==> src/rtl/btb_update_queue.sv <==
// btb_update_queue
//
// Write-side feeder for the branch target buffer. Resolved taken branches
// arrive on two commit lanes (lane 0 is the older instruction) and are
// collected in a small circular FIFO. At most one entry per cycle drains onto
// the single BTB write port, which lets two-wide commit feed a single-write
// BTB. Commit is backpressured when the FIFO runs out of room.
//
// Handshake: a lane transfers an update on a rising edge when
// updk_valid & updk_taken & updk_ready are all high. A lane whose branch is
// not taken (or whose valid is low) transfers nothing. Ready depends only on
// the registered occupancy, so it never depends on valid in the same cycle.
// Raising valid & taken while ready is low is a protocol error; the update
// is dropped and a simulation-only assertion fires.
//
// Optional feature (macro BTB_UQ_MERGE_EN):
//   When defined, an update whose src matches the newest resident entry
//   overwrites that entry's dst instead of allocating a new slot (only while
//   two or more entries are resident, so the head being written to the BTB
//   is never touched). Two same-cycle lanes with equal src collapse into one
//   entry carrying lane 1's dst. When undefined, no src comparators exist.
//
// Parameters:
//   ADDR_LEN  address width of src/dst
//   DEPTH     FIFO entries (power of two, >= 2)
//   PTR_W     log2(DEPTH), head/tail pointer width
//   CNT_W     log2(DEPTH)+1, occupancy counter width
//
// Ports:
//   clk, reset                    clock, synchronous active-high reset
//   upd0_valid/taken/src/dst      commit lane 0 (older)
//   upd1_valid/taken/src/dst      commit lane 1 (younger)
//   upd0_ready, upd1_ready        lane may present an update this cycle
//   btb_we, btb_jmpsrc, btb_jmpdst BTB write port, driven from the head entry
//   count                         current occupancy

module btb_update_queue #(
  parameter int ADDR_LEN = 32,
  parameter int DEPTH    = 8,
  parameter int PTR_W    = 3,
  parameter int CNT_W    = 4
) (
  input  logic                clk,
  input  logic                reset,
  input  logic                upd0_valid,
  input  logic                upd0_taken,
  input  logic [ADDR_LEN-1:0] upd0_src,
  input  logic [ADDR_LEN-1:0] upd0_dst,
  input  logic                upd1_valid,
  input  logic                upd1_taken,
  input  logic [ADDR_LEN-1:0] upd1_src,
  input  logic [ADDR_LEN-1:0] upd1_dst,
  output logic                upd0_ready,
  output logic                upd1_ready,
  output logic                btb_we,
  output logic [ADDR_LEN-1:0] btb_jmpsrc,
  output logic [ADDR_LEN-1:0] btb_jmpdst,
  output logic [CNT_W-1:0]    count
);

  logic [ADDR_LEN-1:0] src_mem [DEPTH];
  logic [ADDR_LEN-1:0] dst_mem [DEPTH];
  logic [PTR_W-1:0]    head;
  logic [PTR_W-1:0]    tail;
  logic [CNT_W-1:0]    count_q;

  logic                q0;
  logic                q1;
  logic                m0;
  logic                m1;
  logic                alloc0;
  logic                alloc1;
  logic                pop;
  logic [1:0]          push_n;
  logic [PTR_W-1:0]    slot1;
  logic [ADDR_LEN-1:0] dst0_eff;

`ifdef BTB_UQ_MERGE_EN
  logic [PTR_W-1:0]    tail_m1;
  logic [ADDR_LEN-1:0] newest_src;
  logic                deep;

  assign tail_m1    = tail - PTR_W'(1);
  assign newest_src = src_mem[tail_m1];
  // With two or more resident entries the newest one is never the head.
  assign deep       = (count_q >= CNT_W'(2));
`endif

  // Ready comes from registered occupancy only; this cycle's pop is not
  // credited, so a push can never collide with a full queue.
  assign upd0_ready = (count_q <= CNT_W'(DEPTH - 1));
  assign upd1_ready = (count_q <= CNT_W'(DEPTH - 2));

  assign q0 = upd0_valid & upd0_taken & upd0_ready;
  assign q1 = upd1_valid & upd1_taken & upd1_ready;

  always_comb begin
    m0 = 1'b0;
    m1 = 1'b0;
`ifdef BTB_UQ_MERGE_EN
    m0 = q0 && deep && (upd0_src == newest_src);
    // When lane 0 also qualifies, it is (or just updated) the newest entry,
    // so lane 1 only needs to compare against lane 0's src.
    m1 = q1 && (q0 ? (upd1_src == upd0_src)
                   : (deep && (upd1_src == newest_src)));
`endif
    alloc0   = q0 && !m0;
    alloc1   = q1 && !m1;
    push_n   = {1'b0, alloc0} + {1'b0, alloc1};
    // Lane 0 writes tail; lane 1 lands right after it only if lane 0
    // actually took a slot.
    slot1    = tail + PTR_W'(alloc0);
    // Lane 1 folding into lane 0's entry makes lane 1's target win.
    dst0_eff = (q0 && m1) ? upd1_dst : upd0_dst;
  end

  assign pop        = (count_q != '0);
  assign btb_we     = pop & ~reset;
  assign btb_jmpsrc = src_mem[head];
  assign btb_jmpdst = dst_mem[head];
  assign count      = count_q;

  always_ff @(posedge clk) begin
    if (reset) begin
      head    <= '0;
      tail    <= '0;
      count_q <= '0;
      for (int i = 0; i < DEPTH; i++) begin
        src_mem[i] <= '0;
        dst_mem[i] <= '0;
      end
    end else begin
      if (alloc0) begin
        src_mem[tail] <= upd0_src;
        dst_mem[tail] <= dst0_eff;
      end
      if (alloc1) begin
        src_mem[slot1] <= upd1_src;
        dst_mem[slot1] <= upd1_dst;
      end
`ifdef BTB_UQ_MERGE_EN
      if (m0) begin
        dst_mem[tail_m1] <= dst0_eff;
      end else if (m1 && !q0) begin
        dst_mem[tail_m1] <= upd1_dst;
      end
`endif
      if (pop) begin
        head <= head + PTR_W'(1);
      end
      tail    <= tail + PTR_W'(push_n);
      count_q <= count_q + CNT_W'(push_n) - CNT_W'(pop);
    end
  end

`ifndef SYNTHESIS
  a_lane0_overflow : assert property (@(posedge clk) disable iff (reset)
    !(upd0_valid && upd0_taken && !upd0_ready))
    else $error("btb_update_queue: lane 0 update while not ready");
  a_lane1_overflow : assert property (@(posedge clk) disable iff (reset)
    !(upd1_valid && upd1_taken && !upd1_ready))
    else $error("btb_update_queue: lane 1 update while not ready");
`endif

endmodule

==> config.mk <==
export PLATFORM = sky130hd
export DESIGN_NAME = btb_update_queue
export DESIGN_NICKNAME = d
export VERILOG_FILES = /design/src/rtl/btb_update_queue.sv
export SDC_FILE = /design/constraint.sdc
export NUM_CORES = 1
export LEC_CHECK = 0
export CORE_MARGIN = 1.5
export CORE_UTILIZATION = 35
export DETAILED_ROUTE_END_ITERATION = 12
export HOLD_SLACK_MARGIN = 0.12
export PLACE_DENSITY = 0.63
export SETUP_SLACK_MARGIN = 0.3
export SYNTH_ARGS = -nofsm -noshare
export SYNTH_HDL_FRONTEND = slang
export SYNTH_SLANG_ARGS = --single-unit
==> constraint.sdc <==
create_clock -name clk -period 6 [get_ports clk]
set_input_delay 1.2 -clock clk [delete_from_list [all_inputs] [get_ports clk]]
set_output_delay 1.2 -clock clk [all_outputs]
set_load 0.01 [all_outputs]
=== Word-level counts from Yosys, hierarchy flattened ===
Memories as Yosys holds them, arrays and structs flattened. A register that Yosys moved wholly into a read port is not among the register bits.
Cells that the tools add are included.

* Add/subtract/negate cells: 6
* $lt $le $gt $ge: 2
* Multiplexer cells: 24
* Bitwise operators: 6
* Reductions and logical operators: 5

{| class="wikitable"
|+ Operators with widths
! operator !! count
|-
| $mux W32 || 4
|-
| $reduce_or A32 Y1 || 4
|-
| $mux W3 || 8
|-
| $mux W1 || 12
|-
| $le A4 B3 Y1 const B || 2
|-
| $and A1 B1 Y1 || 5
|-
| $add A4 B2 Y4 || 1
|-
| $reduce_bool A4 Y1 || 1
|-
| $sub A4 B1 Y4 || 1
|-
| $add A3 B1 Y3 || 1
|-
| $add A3 B1 Y3 const B || 1
|-
| $add A3 B2 Y3 || 1
|-
| $add A1 B1 Y2 || 1
|-
| $not A1 Y1 || 1
|}

* Register bits after elaboration: 10
* Bits in writable memories: 512
* Bits of input ports: 134
* Output and inout port bits: 71
* Logic and storage cells: 48
* Memories: 2

{| class="wikitable"
|+ Memory list
! memory !! words !! width !! read ports !! clocked after Yosys merged registers in !! write ports !! RTL line !! text
|-
| dst_mem || 8 || 32 || 1 || 1 || 8 || 62 || <nowiki>logic [ADDR_LEN-1:0] dst_mem [DEPTH];</nowiki>
|-
| src_mem || 8 || 32 || 1 || 1 || 8 || 61 || <nowiki>logic [ADDR_LEN-1:0] src_mem [DEPTH];</nowiki>
|}

=== Depth between registers and ports, before layout ===
Gate-level depths: netlist of the first run.

* Depth after elaboration: 7
* Depth in mapped cells: 16

=== Least setup slack after synthesis of the first run ===
Ideal clock, no wire load.

* Path type: reg2reg
* From: register count_q[3], in the netlist count[3]
* To: memory dst_mem[5][0] (enable)
* Arrival: 5.063 ns
* Required time: 5.563 ns
* Slack: 0.500 ns
* Stages on the path, launching flop included: 15
* Buffers on the path: 4
* Clock period less this slack: 5.500 ns
* Cell sequence: dfxtp_1 -> buf_4 -> inv_1 -> ha_1 -> and3_1 -> nor2_1 -> clkbuf_1 -> nor2_1 -> ha_1 -> ha_1 -> a211o_1 -> a211oi_1 -> buf_2 -> buf_2 -> a311o_1

{| class="wikitable"
|+ RTL lines
! what !! RTL line !! text
|-
| start: declaration || 65 || <nowiki>logic [CNT_W-1:0] count_q;</nowiki>
|-
| start signal: assignment || 152 || <nowiki>count_q <= count_q + CNT_W'(push_n) - CNT_W'(pop);</nowiki>
|-
| end: declaration || 62 ||
|}

=== Worst setup path after layout of the first run ===
* From: register count_q[3], in the netlist count[3]
* To: output upd0_ready

* Cells in the longest elaborated chain, start to end: 1

{| class="wikitable"
|+ RTL lines
! what !! RTL line !! text
|-
| $le A4 B3 Y1 || 91 || <nowiki>assign upd0_ready = (count_q <= CNT_W'(DEPTH - 1));</nowiki>
|-
| end: declaration || 53 || <nowiki>output logic upd0_ready,</nowiki>
|}

No other way between the ends.

==> metrics, run 1 <==
setup tns final 0 ps; Max VDD drop 0.230 mV; CP most frequent cell inv_1; vias in the first global route 22.8k; root buf cell clkbuf_16; nets@finish 2,837; fillcell total 7,726; CP Class register to output pin; Seq/Total Area, Yosys 0.533; HP Start head[1]; FMAX 182 MHz; area of the multi-input gates 12,000 um^2; total grt overflow 0; Iter 0 DRT Violations 2,631; Fin Clk Skew 14.4 ps; worst-path cell chain inv_1 > ha_1 > and3_1 > nor2_4 > buf_4 > inv_1 > clkdlybuf4s50_1; clk_lat worst skew 620 ps; top-count cell post-synth nand2_1; Synthesis Warnings 0; critical path arrival 4300 ps; Hold Fails Final Rpt 0; minimum clock period 5500 ps; CTS tree done; final wirelength 106 mm; slowest CP cell dfxtp_1; EDFF count, synth 512; mapped cell area 29,300 um^2; # hold bufs at CTS 0; Max-slew headroom 0.176; top cells by count, synth nand2_1, edfxtp_1, nand3_1, o21ai_1, clkbuf_1; Core Area 82,500 um^2; PwrDens 358 nW/um^2; CP Max Fanout 52; Post-CTS Setup Repair Bufs 0; area grow syn2layout 13.8%; TritonRoute pass-1 iters 6; DP HPWL 55.7 mm; antenna viol nets, final 0; residual DRC count 0; register bit total from synthesis 525; Starting Density 0.355; CTS Buffer Depth 3; Syn Inst Count 2,744; average wire per standard cell 27.8 um; Max Transition Viols Final 0; Min-Delay Path Class register to register; Finish-stage setup viols 0; clock slew at reported path FFs 60 ps; share of cells above drive strength 1 0.143; CP startpoint count[3]; full die area 85,500 um^2; Post-CTS Resized 0; r2r startpoint count[3]; leading area contributor after synthesis edfxtp_1; FF/Latch Area 15,600 um^2; area share of the leading cell type in the synthesized netlist 0.524; Least-Margin Pin Slew 1230 ps; run status finished clean; maxcap violations 0; floorplan row count 105; number of distinct library cells after synthesis 43; RSZ-0062 raised after global routing false; Num CTS Buffers 55; average size of a mapped cell 10.7 um^2; largest net degree at the start of global routing 129; H-tree levels 2; via count 23.1k; Port Buf Inserts 204; CP max stage delay 960 ps; WP data required 4800 ps; synth top area cells edfxtp_1, mux4_2, nand3_1, o21ai_1, nand2_1; CTS Sinks 525; vias per cell 6.08; Worst setup EP type output pin; initial antenna violation count 13; routability cong. 0.809; Ports 205; Synth Flop Type edfxtp_1; Synth async-reset ratio 0; die height 292 um; startpoint types register; Die Wd 292 um; leak pwr 10.5 nW; Non-Filler Instances 3,802; Post-Syn Nets 2,892; # placed instances 3,702; Final period util 0.916; GRT Total Usage 0.241; first-pass GRT wire length 155 mm
[worst max-delay path: cells and delay by family (launching register included)]
kind / cells / cell delay, ps
buffers and inverters: 4 / 1980
and+or+nand+nor: 2 / 390
DFF: 1 / 960
adders and majority gates: 1 / 340
[cells by family after synthesis]
group,after synthesis,synth area share
buf+inv,395,0.0616
flops,525,0.533
xor+xnor,7,0.00209
mux,216,0.132
fa+ha+maj,14,0.00649
compound gates,511,0.0980
simple gates,1076,0.166
[layout make-up]
class / instances / area share
clock buffers: 81 / 0.0470
diodes: 6 / 0.000450
repair buffers: 269 / 0.0798
well taps: 1070 / 0.0401
multi-input cells: 1824 / 0.359
inverters: 14 / 0.00158
flip-flops and latches: 525 / 0.469
clock inverters: 13 / 0.00244
[sequential cells by signal (all words and copies together) (netlist names), named ones only]
name     count
count        4
head         3
tail         3
dst_mem    256
src_mem    256
[placed cells by master, fill, tap and decap left out, types with 12 or more instances in the layout]
master             n
nand2_1          527
edfxtp_1         512
nand3_1          435
o21ai_1          431
clkdlybuf4s50_1  203
mux4_2           128
mux2_2            88
clkbuf_16         58
buf_4             54
o21ai_0           30
nand2b_1          26
nor4_1            24
clkbuf_1          20
o41ai_1           19
inv_1             14
nor2_1            13
ha_1              12
[report_power, final]
| group | internal [W] | switching [W] | leakage (nW) |
|---|---|---|---|
| logic | 0.00174 | 0.00228 | 4.25 |
| registers | 0.00436 | 0.000272 | 5.42 |
| clock network | 0.00183 | 0.00147 | 0.803 |
[stage by stage]
step | power (W) | setup WS, ps | utilization | area [um^2] | hold WS (ps)
after CTS | 0.0120 | 517 | 0.404 | 33300 | 484
after global routing | 0.0123 | 330 | 0.404 | 33300 | 515
final | 0.0120 | 502 | 0.404 | 33400 | 482
after floorplan | 0.00703 | 500 | - | 29300 | 450
after detailed placement | 0.00871 | 950 | 0.384 | 31700 | 475
after global placement | 0.00870 | 1010 | 0.384 | 31700 | 460
[metal layers]
metal / vias to the layer above / share of wire / GRT usage
met5: - / 0.00078 / 0
met4: 14 / 0.037 / 0.0991
met3: 258 / 0.11 / 0.0581
met2: 1505 / 0.47 / 0.385
met1: 11407 / 0.38 / 0.314
li1: 9923 / - / -
[final timing paths]
| kind | to | slack, ps | cells after the start |
|---|---|---|---|
| worst min register to register | register | 480 | 2 |
| worst max register to register | dst_mem[7][22] | 780 | 13 |
| worst min-delay path | register | 480 | 2 |
| worst max-delay path | upd0_ready | 500 | 7 |
Note: power is estimated with default switching activity, not from simulation.
==> run 2, diff against run 1 <==
RECOVER_POWER = 100   (was default)
==> run 2 against run 1 <==
  * Die area is the same
  * Register-to-register slack lost 470 ps
  * The flow now finishes with violations (max-capacitance violations, max-slew violations)
  * Critical path depth grew 5
  * Critical path type is now register to register
  * Worst setup slack lost 190 ps
  * Combinational power shrank 4%
  * Clock skew grew 3.6 ps
  * Global-route usage is the same
  * Clock power is essentially flat
  * Worst hold slack is essentially flat
  * Sequential share of layout area grew 0.28 points
  * Sequential power is essentially flat
  * Non-clock buffer count is the same
==> metrics, run 2 (synthesis results as in run 1) <==
via count 23.2k (+0.43%); residual DRC count 0 (unchanged); failing checks max-capacitance violations, max-slew violations; Least-Margin Pin Slew 2100 ps (+863 ps); total grt overflow 0 (unchanged); HP Start head[1]; Final period util 0.948 (+0.0318); routability cong. 0.809 (unchanged); WP data required 6310 ps (+1510 ps); antenna viol nets, final 0 (unchanged); Power Total 0.0118 W (-1.3%); fillcell total 7,767 (+0.53%); Port Buf Inserts 204 (unchanged); FF-to-FF End src_mem[1][20]; Die Wd 292 um (unchanged); Num CTS Buffers 55 (unchanged); CTS tree done; vias per cell 6.10 (+0.43%); Comb pwr share 0.327 (-0.009); most common cell after layout, fill and taps aside nand2_1; final wirelength 106 mm (+0.25%); Top Family by Delay on Critical Path buffers and inverters; share of cells above drive strength 1 0.139 (-0.00404); Seq pwr share 0.393 (+0.005); Post-CTS Resized 0 (unchanged); largest net degree at the start of global routing 129 (unchanged); Iter 0 DRT Violations 2,648 (+0.65%); first-pass GRT wire length 155 mm (unchanged); clock group share of total power 0.280 (+0.004); Post-CTS Setup Repair Bufs 0 (unchanged); P_sw 0.00400 W (-0.72%); Core Area 82,500 um^2 (unchanged); area grow syn2layout 13.1%; clock slew at reported path FFs 60 ps (about the same); Fin Clk Skew 18.0 ps (+3.62 ps); PwrDens 356 nW/um^2 (-0.71%); DP HPWL 55.7 mm (unchanged); R2R Setup Slk 310 ps (-470 ps); Ports 205 (unchanged); most frequent cells in the layout nand2_1, edfxtp_1, nand3_1; FMAX 176 MHz (-3.4%); TritonRoute pass-1 iters 6 (unchanged); nets@finish 2,837 (unchanged); clk_lat worst skew 630 ps (about the same); Worst Reg-to-Reg Cells 12 (-1); root buf cell clkbuf_16; CP Class register to register; floorplan row count 105 (unchanged); startpoint types register; H-tree levels 2 (unchanged); RSZ-0062 raised after global routing false; minimum clock period 5690 ps (+191 ps); CP startpoint count[3]; full die area 85,500 um^2 (unchanged); die height 292 um (unchanged); slowest CP cell clkbuf_2; Max Transition Viols Final 517 (+517); worst-path cell chain inv_1 > ha_1 > and3_1 > nor2_4 > nor2_1 > ha_1 > nand4b_1 > nor2_4 > clkbuf_2 > and2_2 > clkbuf_2 > o21ai_0; hold path cells 2 (unchanged); vias in the first global route 22.8k (unchanged); Max VDD drop 0.248 mV (+7.5%); Finish-stage setup viols 0 (unchanged); Buf/Inv on CP 3 (-1); CTS Buffer Depth 3 (unchanged); maxcap violations 9 (+9); leak pwr 10.3 nW (-1.4%); Min-Delay Path Class register to register; critical path arrival 6000 ps (+1700 ps); initial antenna violation count 13 (unchanged); # hold bufs at CTS 0 (unchanged); Worst setup EP type register; Starting Density 0.355 (unchanged); CP max stage delay 1190 ps (+230 ps); final hold slack 482 ps (-0.249 ps); Max-slew headroom -0.399 (-0.574); Internal Power 0.00780 W (-1.6%); setup tns final 0 ps (unchanged); CP Max Fanout 40 (-23%); r2r startpoint count[3]; CTS Sinks 525 (unchanged); GRT Total Usage 0.241 (unchanged); Hold Fails Final Rpt 0 (unchanged); average wire per standard cell 27.8 um (+0.25%); run status finished, violations left; switching share of power 0.339 (+0.00200)
-- run 2: worst min-delay path: stages, from the launching register on --
cell	delay, ps
dfxtp_1	320
nand2_1	50
a21oi_1	70
-- run 2: routing by layer --
layer | vias up | global-route usage | part of all wire
li1 | 9926 | - | -
met4 | 16 | 0.0991 | 0.040
met3 | 290 | 0.0581 | 0.11
met1 | 11465 | 0.314 | 0.38
met2 | 1510 | 0.385 | 0.46
met5 | - | 0 | 0.0010
-- run 2: layout make-up --
class | instances | area (um^2) | area share
antenna | 6 | 15.0 | 0.000453
tap | 1070 | 1340 | 0.0404
inverter | 14 | 52.6 | 0.00159
clock buffer | 81 | 1570 | 0.0473
timing repair buffer | 269 | 2510 | 0.0758
multi-input combinational | 1824 | 11900 | 0.360
clock inverter | 13 | 81.3 | 0.00245
sequential | 525 | 15600 | 0.472
-- run 2: how the worst max path moves through the flow --
stage | endpoint | depth (start not counted)
2_1_floorplan | dst_mem[5][0] | 14
3_3_place_gp | dst_mem[6][2] | 13
3_5_place_dp | dst_mem[6][15] | 13
4_1_cts | upd0_ready | 7
5_1_grt | src_mem[1][20] | 12
6_report | src_mem[1][20] | 12
-- run 2: per-stage QoR --
stage,instance area [um^2],setup WS [ps],instances,utilization
finish,33200,311,3802,0.402
global placement,31700,1010,3702,0.384
detailed placement,31700,950,3702,0.384
floorplan,29300,500,2744,-
global route,33100,169,3800,0.402
CTS,33300,517,3796,0.404
-- run 2: power groups by stage --
stage,clock network [W],registers [W],logic (W)
3_5_place_dp,0,0.00471,0.00399
3_3_place_gp,0,0.00471,0.00400
2_1_floorplan,0,0.00451,0.00252
6_report,0.00331,0.00464,0.00386
5_1_grt,0.00343,0.00467,0.00406
4_1_cts,0.00332,0.00464,0.00401
